===== src/rtl/mem_wb_pkg.sv =====
// Shared MEM/WB definitions: register-file constants, default widths and the
// write-enable sanitiser also used by the ID-stage forwarding logic.
package mem_wb_pkg;

  localparam int DEF_DATA_W = 32;
  localparam int DEF_ADDR_W = 5;
  localparam int MAX_PORTS  = 4;
  localparam int MAX_ADDR_W = 16;

  localparam logic [DEF_DATA_W-1:0] ZERO_WORD    = '0;
  localparam logic [DEF_ADDR_W-1:0] NOP_REG_ADDR = '0;
  localparam logic WRITE_ENABLE  = 1'b1;
  localparam logic WRITE_DISABLE = 1'b0;

  typedef logic [MAX_PORTS-1:0][MAX_ADDR_W-1:0] wd_vec_t;
  typedef logic [MAX_PORTS-1:0]                 wen_vec_t;

  // Drops writes to r0, and drops a channel whose address is rewritten by a
  // higher-indexed enabled channel. Unused channels must come in disabled.
  function automatic wen_vec_t sanitize_wreg(input wd_vec_t wd, input wen_vec_t wreg);
    wen_vec_t en;
    for (int i = 0; i < MAX_PORTS; i++) begin
      en[i] = (wreg[i] && wd[i] != MAX_ADDR_W'(NOP_REG_ADDR)) ? WRITE_ENABLE : WRITE_DISABLE;
      for (int j = i + 1; j < MAX_PORTS; j++)
        if (wreg[j] && wd[j] == wd[i]) en[i] = WRITE_DISABLE;
    end
    return en;
  endfunction

endpackage


===== src/rtl/pipe_skid_slot.sv =====
// One payload slot (write data, destination, enables) with a valid bit.
// clear wins over load and also zeroes the enables so an empty slot never writes.
module pipe_skid_slot
  import mem_wb_pkg::*;
#(
  parameter int DATA_W    = DEF_DATA_W,
  parameter int ADDR_W    = DEF_ADDR_W,
  parameter int NUM_PORTS = 1
) (
  input  logic                        clk,
  input  logic                        rst,
  input  logic                        load,
  input  logic                        clear,
  input  logic [NUM_PORTS*DATA_W-1:0] d_wdata,
  input  logic [NUM_PORTS*ADDR_W-1:0] d_wd,
  input  logic [NUM_PORTS-1:0]        d_wreg,
  output logic                        valid,
  output logic [NUM_PORTS*DATA_W-1:0] q_wdata,
  output logic [NUM_PORTS*ADDR_W-1:0] q_wd,
  output logic [NUM_PORTS-1:0]        q_wreg
);

  always_ff @(posedge clk or posedge rst) begin
    if (rst) begin
      valid   <= 1'b0;
      q_wdata <= '0;
      q_wd    <= '0;
      q_wreg  <= {NUM_PORTS{WRITE_DISABLE}};
    end else if (clear) begin
      valid  <= 1'b0;
      q_wreg <= {NUM_PORTS{WRITE_DISABLE}};
    end else if (load) begin
      valid   <= 1'b1;
      q_wdata <= d_wdata;
      q_wd    <= d_wd;
      q_wreg  <= d_wreg;
    end
  end

endmodule


===== src/rtl/mem_wb_pipe.sv =====
// MEM/WB pipeline register with valid/ready, flush and write-enable sanitising.
// Define MEM_WB_SKID_EN for a second slot and a registered mem_ready.
module mem_wb_pipe
  import mem_wb_pkg::*;
#(
  parameter int DATA_W    = DEF_DATA_W,
  parameter int ADDR_W    = DEF_ADDR_W,
  parameter int NUM_PORTS = 1
) (
  input  logic                        clk,
  input  logic                        resetn,
  input  logic                        flush,
  input  logic                        mem_valid,
  output logic                        mem_ready,
  input  logic [NUM_PORTS*DATA_W-1:0] mem_wdata,
  input  logic [NUM_PORTS*ADDR_W-1:0] mem_wd,
  input  logic [NUM_PORTS-1:0]        mem_wreg,
  output logic                        wb_valid,
  input  logic                        wb_ready,
  output logic [NUM_PORTS*DATA_W-1:0] wb_wdata,
  output logic [NUM_PORTS*ADDR_W-1:0] wb_wd,
  output logic [NUM_PORTS-1:0]        wb_wreg
);

  logic                        accept, xfer;
  wd_vec_t                     wd_pad;
  wen_vec_t                    wreg_pad, san_full;
  logic [NUM_PORTS-1:0]        san_wreg;
  logic                        unused_san;

  logic                        out_valid, out_load, out_clear;
  logic [NUM_PORTS*DATA_W-1:0] out_d_wdata;
  logic [NUM_PORTS*ADDR_W-1:0] out_d_wd;
  logic [NUM_PORTS-1:0]        out_d_wreg;

  // Widen the channels to the package's fixed shape so one sanitiser serves all builds.
  always_comb begin
    wd_pad   = '0;
    wreg_pad = '0;
    for (int i = 0; i < NUM_PORTS; i++) begin
      wd_pad[i][ADDR_W-1:0] = mem_wd[i*ADDR_W +: ADDR_W];
      wreg_pad[i]           = mem_wreg[i];
    end
  end

  assign san_full   = sanitize_wreg(wd_pad, wreg_pad);
  assign san_wreg   = san_full[NUM_PORTS-1:0];
  assign unused_san = ^san_full;

  assign accept   = mem_valid && mem_ready;
  assign xfer     = out_valid && wb_ready;
  assign wb_valid = out_valid;

`ifdef MEM_WB_SKID_EN
  logic                        skid_valid, skid_load, skid_clear;
  logic [NUM_PORTS*DATA_W-1:0] skid_wdata;
  logic [NUM_PORTS*ADDR_W-1:0] skid_wd;
  logic [NUM_PORTS-1:0]        skid_wreg;

  // Skid full is the only reason to stall, so wb_ready never reaches mem_ready.
  assign mem_ready = !skid_valid;

  always_comb begin
    out_load    = 1'b0;
    out_clear   = flush;
    skid_load   = 1'b0;
    skid_clear  = flush;
    out_d_wdata = mem_wdata;
    out_d_wd    = mem_wd;
    out_d_wreg  = san_wreg;
    if (!flush) begin
      if (skid_valid && xfer) begin
        out_load    = 1'b1;
        out_d_wdata = skid_wdata;
        out_d_wd    = skid_wd;
        out_d_wreg  = skid_wreg;
        skid_clear  = 1'b1;
      end else if (accept && (!out_valid || xfer)) begin
        out_load = 1'b1;
      end else if (accept) begin
        skid_load = 1'b1;
      end else if (xfer) begin
        out_clear = 1'b1;
      end
    end
  end

  pipe_skid_slot #(.DATA_W(DATA_W), .ADDR_W(ADDR_W), .NUM_PORTS(NUM_PORTS)) u_skid (
    .clk     (clk),
    .rst     (resetn),
    .load    (skid_load),
    .clear   (skid_clear),
    .d_wdata (mem_wdata),
    .d_wd    (mem_wd),
    .d_wreg  (san_wreg),
    .valid   (skid_valid),
    .q_wdata (skid_wdata),
    .q_wd    (skid_wd),
    .q_wreg  (skid_wreg)
  );
`else
  assign mem_ready = !out_valid || wb_ready;

  always_comb begin
    out_load    = !flush && accept;
    out_clear   = flush || (xfer && !accept);
    out_d_wdata = mem_wdata;
    out_d_wd    = mem_wd;
    out_d_wreg  = san_wreg;
  end
`endif

  pipe_skid_slot #(.DATA_W(DATA_W), .ADDR_W(ADDR_W), .NUM_PORTS(NUM_PORTS)) u_out (
    .clk     (clk),
    .rst     (resetn),
    .load    (out_load),
    .clear   (out_clear),
    .d_wdata (out_d_wdata),
    .d_wd    (out_d_wd),
    .d_wreg  (out_d_wreg),
    .valid   (out_valid),
    .q_wdata (wb_wdata),
    .q_wd    (wb_wd),
    .q_wreg  (wb_wreg)
  );

endmodule


===== config.mk =====
export PLATFORM = sky130hd
export DESIGN_NAME = mem_wb_pipe
export DESIGN_NICKNAME = d
export VERILOG_FILES = /design/src/rtl/mem_wb_pkg.sv /design/src/rtl/pipe_skid_slot.sv /design/src/rtl/mem_wb_pipe.sv
export SDC_FILE = /design/constraint.sdc
export NUM_CORES = 1
export LEC_CHECK = 0
export CAP_MARGIN = 20
export CORE_MARGIN = 1.5
export CORE_UTILIZATION = 40
export CTS_CLUSTER_SIZE = 25
export DETAILED_ROUTE_END_ITERATION = 7
export GPL_TIMING_DRIVEN = 0
export PLACE_DENSITY = 0.81
export SLEW_MARGIN = 15
export SYNTH_ARGS = -nofsm -noshare
export SYNTH_HDL_FRONTEND = slang
export SYNTH_SLANG_ARGS = --single-unit

===== constraint.sdc =====
create_clock -name clk -period 4.33 [get_ports clk]
set_input_delay 0.866 -clock clk [delete_from_list [all_inputs] [get_ports clk]]
set_output_delay 0.866 -clock clk [all_outputs]
set_load 0.005 [all_outputs]

=== Word level (Yosys, flattened, before mapping) ===
Cells that the tools add are included.

* Register bits: 39
* Input port bits: 43
* Output and inout port bits: 40

* Mux-type cells: 5
* Bitwise logic cells: 1
* Reductions and logical operators: 13

{| class="wikitable"
|+ Operators by type and width
! cell !! number
|-
| $reduce_bool A16 Y1 || 1
|-
| $logic_and A1 B1 Y1 || 5
|-
| $mux W1 || 5
|-
| $logic_not A1 Y1 || 3
|-
| $logic_or A1 B1 Y1 || 2
|-
| $reduce_and A2 Y1 || 1
|-
| $reduce_bool A2 Y1 || 1
|-
| $not A1 Y1 || 1
|}

=== Depth between registers and ports, before layout ===
Gate-level depths: netlist of run 1.

* Depth after elaboration: 8
* Gate-level depth with buffers: 5
* Gate-level depth less buffers: 4

=== Cells and area by module ===
A second synthesis of run 1 with hierarchy kept.

* Cell total of the unflattened synthesis: 92
* Area, all modules: 1665.3 µm²

{| class="wikitable"
|+ By module, submodules not included
! module !! times used !! cells an instance !! area an instance (µm²) !! sequential area each (µm²)
|-
| pipe_skid_slot || 1 || 86 || 1624.1 || 975.9
|-
| mem_wb_pipe || 1 || 6 || 41.3 || 0.0
|}

=== Least setup slack after synthesis of run 1 ===
Ideal clock, no wire load.

* Path kind: input -> output
* From: input port wb_ready
* To: output port mem_ready
* Arrival: 1059 ps
* Data required time: 3464 ps
* Setup slack: 2405 ps
* Stages on the path: 2
* Cell sequence: nor2b_4 inv_1

* Cells in the longest elaborated chain, start to end: 1

{| class="wikitable"
|+ RTL lines
! what !! RTL line !! text
|-
| start, declared || mem_wb_pipe.sv:19 || <nowiki>input logic wb_ready,</nowiki>
|-
| $logic_or A1 B1 Y1 || mem_wb_pipe.sv:102 || <nowiki>assign mem_ready = !out_valid || wb_ready;</nowiki>
|-
| end, declared || mem_wb_pipe.sv:14 || <nowiki>output logic mem_ready,</nowiki>
|}

No other way between the ends.

=== Final worst setup path of run 1 ===
Same ends and word-level chain as after synthesis.

==> results of run 1 <==
-- power by group through the flow --
stage,Clock [W],Sequential [W],Combinational (W)
global placement,0,0.000460,0.000276
CTS,0.000275,0.000459,0.000285
global route,0.000292,0.000465,0.000300
finish,0.000266,0.000457,0.000280
floorplan,0,0.000466,0.0000976
detailed placement,0,0.000465,0.000283
-- cell families (layout without fill, tap and decap cells) --
family / after synthesis / after routing / share of synthesized area [%]
AOI/OAI and AO/OA: 2 / 2 / 0.936
buffers and inverters: 6 / 97 / 4.13
DFF: 39 / 39 / 60.8
muxes: 37 / 37 / 30.4
and+or+nand+nor: 8 / 8 / 3.67
-- final timing paths --
path | startpoint | endpoint | slack (ps) | cells past startpoint
setup / recovery | wb_ready | mem_ready | 1460 | 4
hold / removal | u_out.q_wdata[19]$_DFFE_PP0P_ | u_out.q_wdata[19]$_DFFE_PP0P_ | 510 | 1
setup reg to reg | u_out.valid$_DFFE_PP0P_ | u_out.q_wdata[16]$_DFFE_PP0P_ | 2820 | 5
hold reg to reg | u_out.q_wdata[19]$_DFFE_PP0P_ | u_out.q_wdata[19]$_DFFE_PP0P_ | 510 | 1
max in group asynchronous | resetn | u_out.q_wd[1]$_DFFE_PP0P_ | 3060 | 3
min in group asynchronous | resetn | u_out.q_wdata[17]$_DFFE_PP0P_ | 840 | 2
-- Yosys cell counts, drive strengths merged --
cell	instances
o21ai	1
inv	2
buf	4
nand2	1
mux2	37
nor3b	1
a32o	1
nor2b	2
dfrtp	39
nor3	1
nor2	3
-- worst max-delay path, cell delays in order --
cell and delay, ps:
clkdlybuf4s50_1 510, nor2b_4 60, inv_1 60, clkdlybuf4s50_1 500
-- through the flow --
| stage | hold slack, ps | worst slack [ps] | util, % | cell area, µm² |
|---|---|---|---|---|
| floorplan | 505 | 2400 | - | 1600 |
| global placement | 490 | 1470 | 66.4 | 2480 |
| detailed placement | 492 | 1460 | 66.9 | 2500 |
| CTS | 515 | 1450 | 69.7 | 2610 |
| global route | 530 | 1410 | 69.7 | 2610 |
| finish | 511 | 1460 | 69.7 | 2610 |
-- per-layer routing --
| metal | wire [µm] | track usage (%) | vias to the layer above |
|---|---|---|---|
| met2 | 1800 | 30.1 | 48 |
| met4 | 45 | 6.89 | 0 |
| met1 | 1370 | 20.0 | 522 |
| met5 | 0 | 0 | - |
| li1 | - | - | 500 |
| met3 | 296 | 6.81 | 5 |
-- flip-flops by register name, indices dropped and copies added (netlist names) --
| name | cells |
|---|---|
| u_out.valid | 1 |
| u_out.q_wdata | 32 |
| u_out.q_wreg | 1 |
| u_out.q_wd | 5 |
-- area by class of cell --
cell class              instances  area, µm²  area share (%)
plain buffers                   4       58.8            2.25
clock buffers                   7       96.3            3.69
clock inverters                 1       7.51           0.288
inverters                       2       7.51           0.288
multi-input cells              47        562            21.5
flip-flops and latches         39        976            37.4
well taps                      48       60.1            2.30
repair buffers                 83        841            32.2
==> run_results.csv, run 1 <==
group,metric,value,unit
yosys,synth_area_per_cell,17.4,µm²
die,initial_utilization,42.8,%
timing,fmax,349,MHz
layout,final_net_count,225,
yosys,yosysWarnings,0,
timing,slew_headroom,80.4,%
power_and_ir_drop,share_of_total_power_consumed_by_net_switching,22.6,%
place,place.detailed.instances,223,
route,post-route-drc-count,0,
place,placer_congestion_estimate,0.746,
layout,syn_to_final_growth,62.6,%
yosys,synthDominantAreaCellType,"dfrtp_1",
layout,layout.cells.most_common_list,"clkdlybuf4s50_1, dfrtp_1, mux2_4, mux2_2, clkbuf_8",
clock_network,postCtsHoldBufs,0,
power_and_ir_drop,powerDensity,385,nW/µm²
timing,setup_repair_after_global_routing_missed_its_margin,"no",
clock_network,cts_setup_buffers,0,
yosys,synth_nets,135,
power_and_ir_drop,internal-power,0.000777,W
yosys,synth.cell_area,1600,µm²
clock_network,tritoncts,"yes",
power_and_ir_drop,share_seq_of_total_power,45.6,%
route,vias,1075,
layout,final_layout_size_suffix_gt1_share,29.0,%
layout,final-instance-count-excl-fill,231,
clock_network,cts.reportedPaths.clkPinSlew,70,ps
die,floorplan.rows,22,
clock_network,cts.repair.resized,0,
critical_path,worstSetupPathType,"in2out",
route,first_iter_violations,14,
place,place_hpwl,2.72,mm
timing,tightestPinTransition,294,ps
power_and_ir_drop,p_sw,0.000227,W
yosys,post_synth_num_cell_types,15,
place,buffer_ports.inserted,82,
timing,fin_tns_setup,0,ps
yosys,yosysSeqAreaShare,60.8,%
global_route,overflow,0,
power_and_ir_drop,p_total,0.00100,W
job,maxCapViolCount,0,
timing,slew_violations,0,
critical_path,path_max_fanout,3,
clock_network,sinks_on_the_clock_net,39,
layout,mostFrequentLayoutCell,"clkdlybuf4s50_1",
power_and_ir_drop,static-leakage-power,1.11,nW
route,final_antenna_net_count,0,
yosys,leading_post_synthesis_cells_by_cell_area,"dfrtp_1, mux2_4, mux2_2",
power_and_ir_drop,pwr-share-clk,26.5,%
die,ioPinCount,83,
route,post_drt_via_cell_ratio,4.65,
clock_network,clk_latency,290,ps
clock_network,cts-htree-levels,2,
die,fp.coreArea,3740,µm²
die,die-area,4400,µm²
power_and_ir_drop,share_of_total_power_in_combinational_logic,27.9,%
clock_network,cts_root_buffer,"clkbuf_8",
timing,setup_viol,0,
route,detail_route.first_pass.iterations,2,
global_route,largest_net_degree_at_the_start_of_global_routing,28,
die,dieHeight,66.3,µm
global_route,grt_antenna_before_repair,0,
timing,timing_hold_violations_final,0,
global_route,grt_first_pass_wirelength,5.69,mm
power_and_ir_drop,vdd_drop_max,0.239,mV
global_route,globalRouteTotalUtil,17.8,%
layout,final.fill_count,273,
clock_network,numCtsBuffers,5,
yosys,synth_top_area_share,60.8,%
timing,period_share,66.3,%
critical_path,critPathCaptureType,"primary output",
yosys,synth-seq-cells,39,
yosys,netlist_instances,92,
route,totalWireLength,3.51,mm
critical_path,worst_setup_path_start_kind,"input pin",
timing,clock_skew,4.39,ps
critical_path,required,3460,ps
global_route,grt_pass1_vias,1193,
route,routed_wire_length_per_instance,15.2,µm
critical_path,worst_ep_arrival_time,2000,ps
min_path,hold_path.class,"reg2reg",
die,die_width,66.3,µm
layout,diodes,0,
run_status,outcome,"finished, final reports clean",
clock_network,clk_path_buf_depth,2,
timing,final_period_minus_worst_setup_slack,2870,ps
No activity file was read; power rests on OpenSTA's default activity.
==> inputs of run 2 (changes only) <==
--- a/config.mk
+++ b/config.mk
@@ -7,11 +7,11 @@
 export LEC_CHECK = 0
 export CAP_MARGIN = 20
 export CORE_MARGIN = 1.5
-export CORE_UTILIZATION = 40
+export CORE_UTILIZATION = 39
 export CTS_CLUSTER_SIZE = 25
 export DETAILED_ROUTE_END_ITERATION = 7
 export GPL_TIMING_DRIVEN = 0
-export PLACE_DENSITY = 0.81
+export PLACE_DENSITY = 0.79
 export SLEW_MARGIN = 15
 export SYNTH_ARGS = -nofsm -noshare
 export SYNTH_HDL_FRONTEND = slang
==> constraint.sdc (replaced) <==
create_clock -name clk -period 2.8 [get_ports clk]
set_input_delay 0.56 -clock clk [delete_from_list [all_inputs] [get_ports clk]]
set_output_delay 0.56 -clock clk [all_outputs]
set_load 0.005 [all_outputs]
==> run 2 against run 1 <==
  * Global-route usage shrank 0.65 points
  * Die area grew 2.4%
  * Utilization shrank 4.1 points
  * Via count grew 1.3%
  * Sequential power grew 54%
  * Largest cell class unchanged
  * Highest routed layer unchanged
==> run_results.csv, run 2 (same netlist as run 1, synthesis figures left out) <==
group,metric,value,unit
run_status,outcome,"finished, final reports clean",
clock_network,cts_root_buffer,"clkbuf_8",
layout,diodes,0,
layout,final.fill_count,300,
clock_network,numCtsBuffers,5,
layout,final_net_count,225,
place,place_hpwl,2.84,mm
die,die-area,4510,µm²
clock_network,cts-htree-levels,2,
clock_network,cts_setup_buffers,0,
global_route,grt_first_pass_wirelength,5.71,mm
critical_path,timing.critical_path.slowest_cell_delay,520,ps
route,vias,1089,
power_and_ir_drop,share_seq_of_total_power,46.7,%
power_and_ir_drop,internal-power,0.00115,W
job,maxCapViolCount,0,
die,initial_utilization,40.4,%
critical_path,worst_case_register_to_register_setup_slack,1280,ps
power_and_ir_drop,pwr-share-clk,24.4,%
route,post_drt_via_cell_ratio,4.67,
power_and_ir_drop,share_of_total_power_in_combinational_logic,28.9,%
route,routed_wire_length_per_instance,15.4,µm
route,detail_route.first_pass.iterations,2,
place,buffer_ports.inserted,82,
critical_path,worstSetupPathType,"in2out",
timing,fmax,441,MHz
timing,slew_headroom,73.0,%
critical_path,worstReg2RegStart,"u_out.valid$_DFFE_PP0P_",
layout,largest_reg_flops,32,
clock_network,clk_latency,280,ps
critical_path,required,2240,ps
die,fp.coreArea,3970,µm²
min_path,timing.hold.worst.start,"u_out.q_wdata[30]$_DFFE_PP0P_",
clock_network,sinks_on_the_clock_net,39,
timing,slew_violations,0,
layout,final_layout_size_suffix_gt1_share,29.0,%
critical_path,worst_ep_arrival_time,1710,ps
timing,setup_repair_after_global_routing_missed_its_margin,"no",
min_path,hold_path.class,"reg2reg",
route,first_iter_violations,9,
critical_path,worst_setup_path_start_kind,"input pin",
die,floorplan.rows,23,
clock_network,tritoncts,"yes",
timing,timing_hold_violations_final,0,
critical_path,critPathCaptureType,"primary output",
layout,layout.cells.most_common_list,"clkdlybuf4s50_1, dfrtp_1, mux2_4, mux2_2, clkbuf_8",
global_route,grt_pass1_vias,1245,
timing,fin_tns_setup,0,ps
power_and_ir_drop,share_of_total_power_consumed_by_net_switching,23.8,%
critical_path,rr_endpoint,"u_out.q_wdata[13]$_DFFE_PP0P_",
timing,clock_skew,3.63,ps
power_and_ir_drop,p_total,0.00151,W
timing,setup_viol,0,
route,post-route-drc-count,0,
layout,max_flop_register,"u_out.q_wdata",
timing,tightestPinTransition,404,ps
clock_network,clk_path_buf_depth,2,
layout,mostFrequentLayoutCell,"clkdlybuf4s50_1",
power_and_ir_drop,vdd_drop_max,0.405,mV
die,die_width,67.1,µm
clock_network,cts.reportedPaths.clkPinSlew,80,ps
critical_path,timing.critical_path.cells,"clkdlybuf4s50_1 > nor2b_4 > inv_1 > clkdlybuf4s50_1",
timing,period_share,81.0,%
die,dieHeight,67.1,µm
critical_path,r2r.worst_path.cells,5,
timing,final_period_minus_worst_setup_slack,2270,ps
clock_network,cts.repair.resized,0,
power_and_ir_drop,p_sw,0.000359,W
die,ioPinCount,83,
min_path,hold_end,"u_out.q_wdata[30]$_DFFE_PP0P_",
global_route,largest_net_degree_at_the_start_of_global_routing,24,
global_route,grt_antenna_before_repair,0,
layout,largest_registers,"u_out.q_wdata: 32 flops, u_out.q_wd: 5 flops",
power_and_ir_drop,powerDensity,580,nW/µm²
timing,fin_worst_hold_slack,510,ps
critical_path,cp_common_cell,"clkdlybuf4s50_1",
clock_network,postCtsHoldBufs,0,
layout,syn_to_final_growth,62.3,%
global_route,overflow,0,
critical_path,path_max_fanout,3,
min_path,whs_path_depth,1,
place,placer_congestion_estimate,0.799,
route,totalWireLength,3.60,mm
layout,final_core_util,65.6,%
route,final_antenna_net_count,0,
power_and_ir_drop,static-leakage-power,1.10,nW
critical_path,slowest_cell_on_crit_path,"clkdlybuf4s50_1",
global_route,globalRouteTotalUtil,17.1,%
## run 2: how the worst max path moves through the flow
| stage | startpoint | end | slack [ps] |
|---|---|---|---|
| global placement | wb_ready | mem_ready | 550 |
| finish | wb_ready | mem_ready | 530 |
| CTS | wb_ready | mem_ready | 520 |
| detailed placement | wb_ready | mem_ready | 520 |
| global route | wb_ready | mem_ready | 490 |
| floorplan | wb_ready | u_out.q_wdata[10]$_DFFE_PP0P_ | 1300 |
## run 2: area by class of cell
type	count	area (µm²)	area share, %
clock inverter	3	20.0	0.769
buffer	4	58.8	2.26
multi-input combinational	47	562	21.6
timing repair buffer	83	848	32.6
sequential	39	976	37.5
inverter	2	7.51	0.288
clock buffer	5	68.8	2.64
tap	50	62.6	2.40
## run 2: per-layer routing
layer  GRT usage [%]  vias up  wire length, µm
li1                -      500                -
met1            18.4      540             1320
met5               0        -                0
met2            31.2       45             1970
met3            7.50        4              264
met4            3.32        0               37
## run 2: per-stage QoR
| stage | cell area [µm²] | setup slack (ps) | cells |
|---|---|---|---|
| 2_1_floorplan | 1600 | 1300 | 92 |
| 3_3_place_gp | 2490 | 550 | 224 |
| 3_5_place_dp | 2510 | 520 | 225 |
| 4_1_cts | 2600 | 523 | 233 |
| 5_1_grt | 2600 | 489 | 233 |
| 6_report | 2600 | 533 | 233 |
## run 2: critical path, delay by kind of cell
family | cells | cell delay, ps
AND/OR/NAND/NOR | 1 | 60
buffers and inverters | 3 | 1080
## run 2: power groups by stage
stage / clock [W] / combinational (W) / sequential [W]
4_1_cts: 0.000389 / 0.000445 / 0.000708
5_1_grt: 0.000414 / 0.000467 / 0.000719
2_1_floorplan: 0 / 0.000151 / 0.000721
3_3_place_gp: 0 / 0.000425 / 0.000711
3_5_place_dp: 0 / 0.000442 / 0.000717
6_report: 0.000368 / 0.000436 / 0.000706
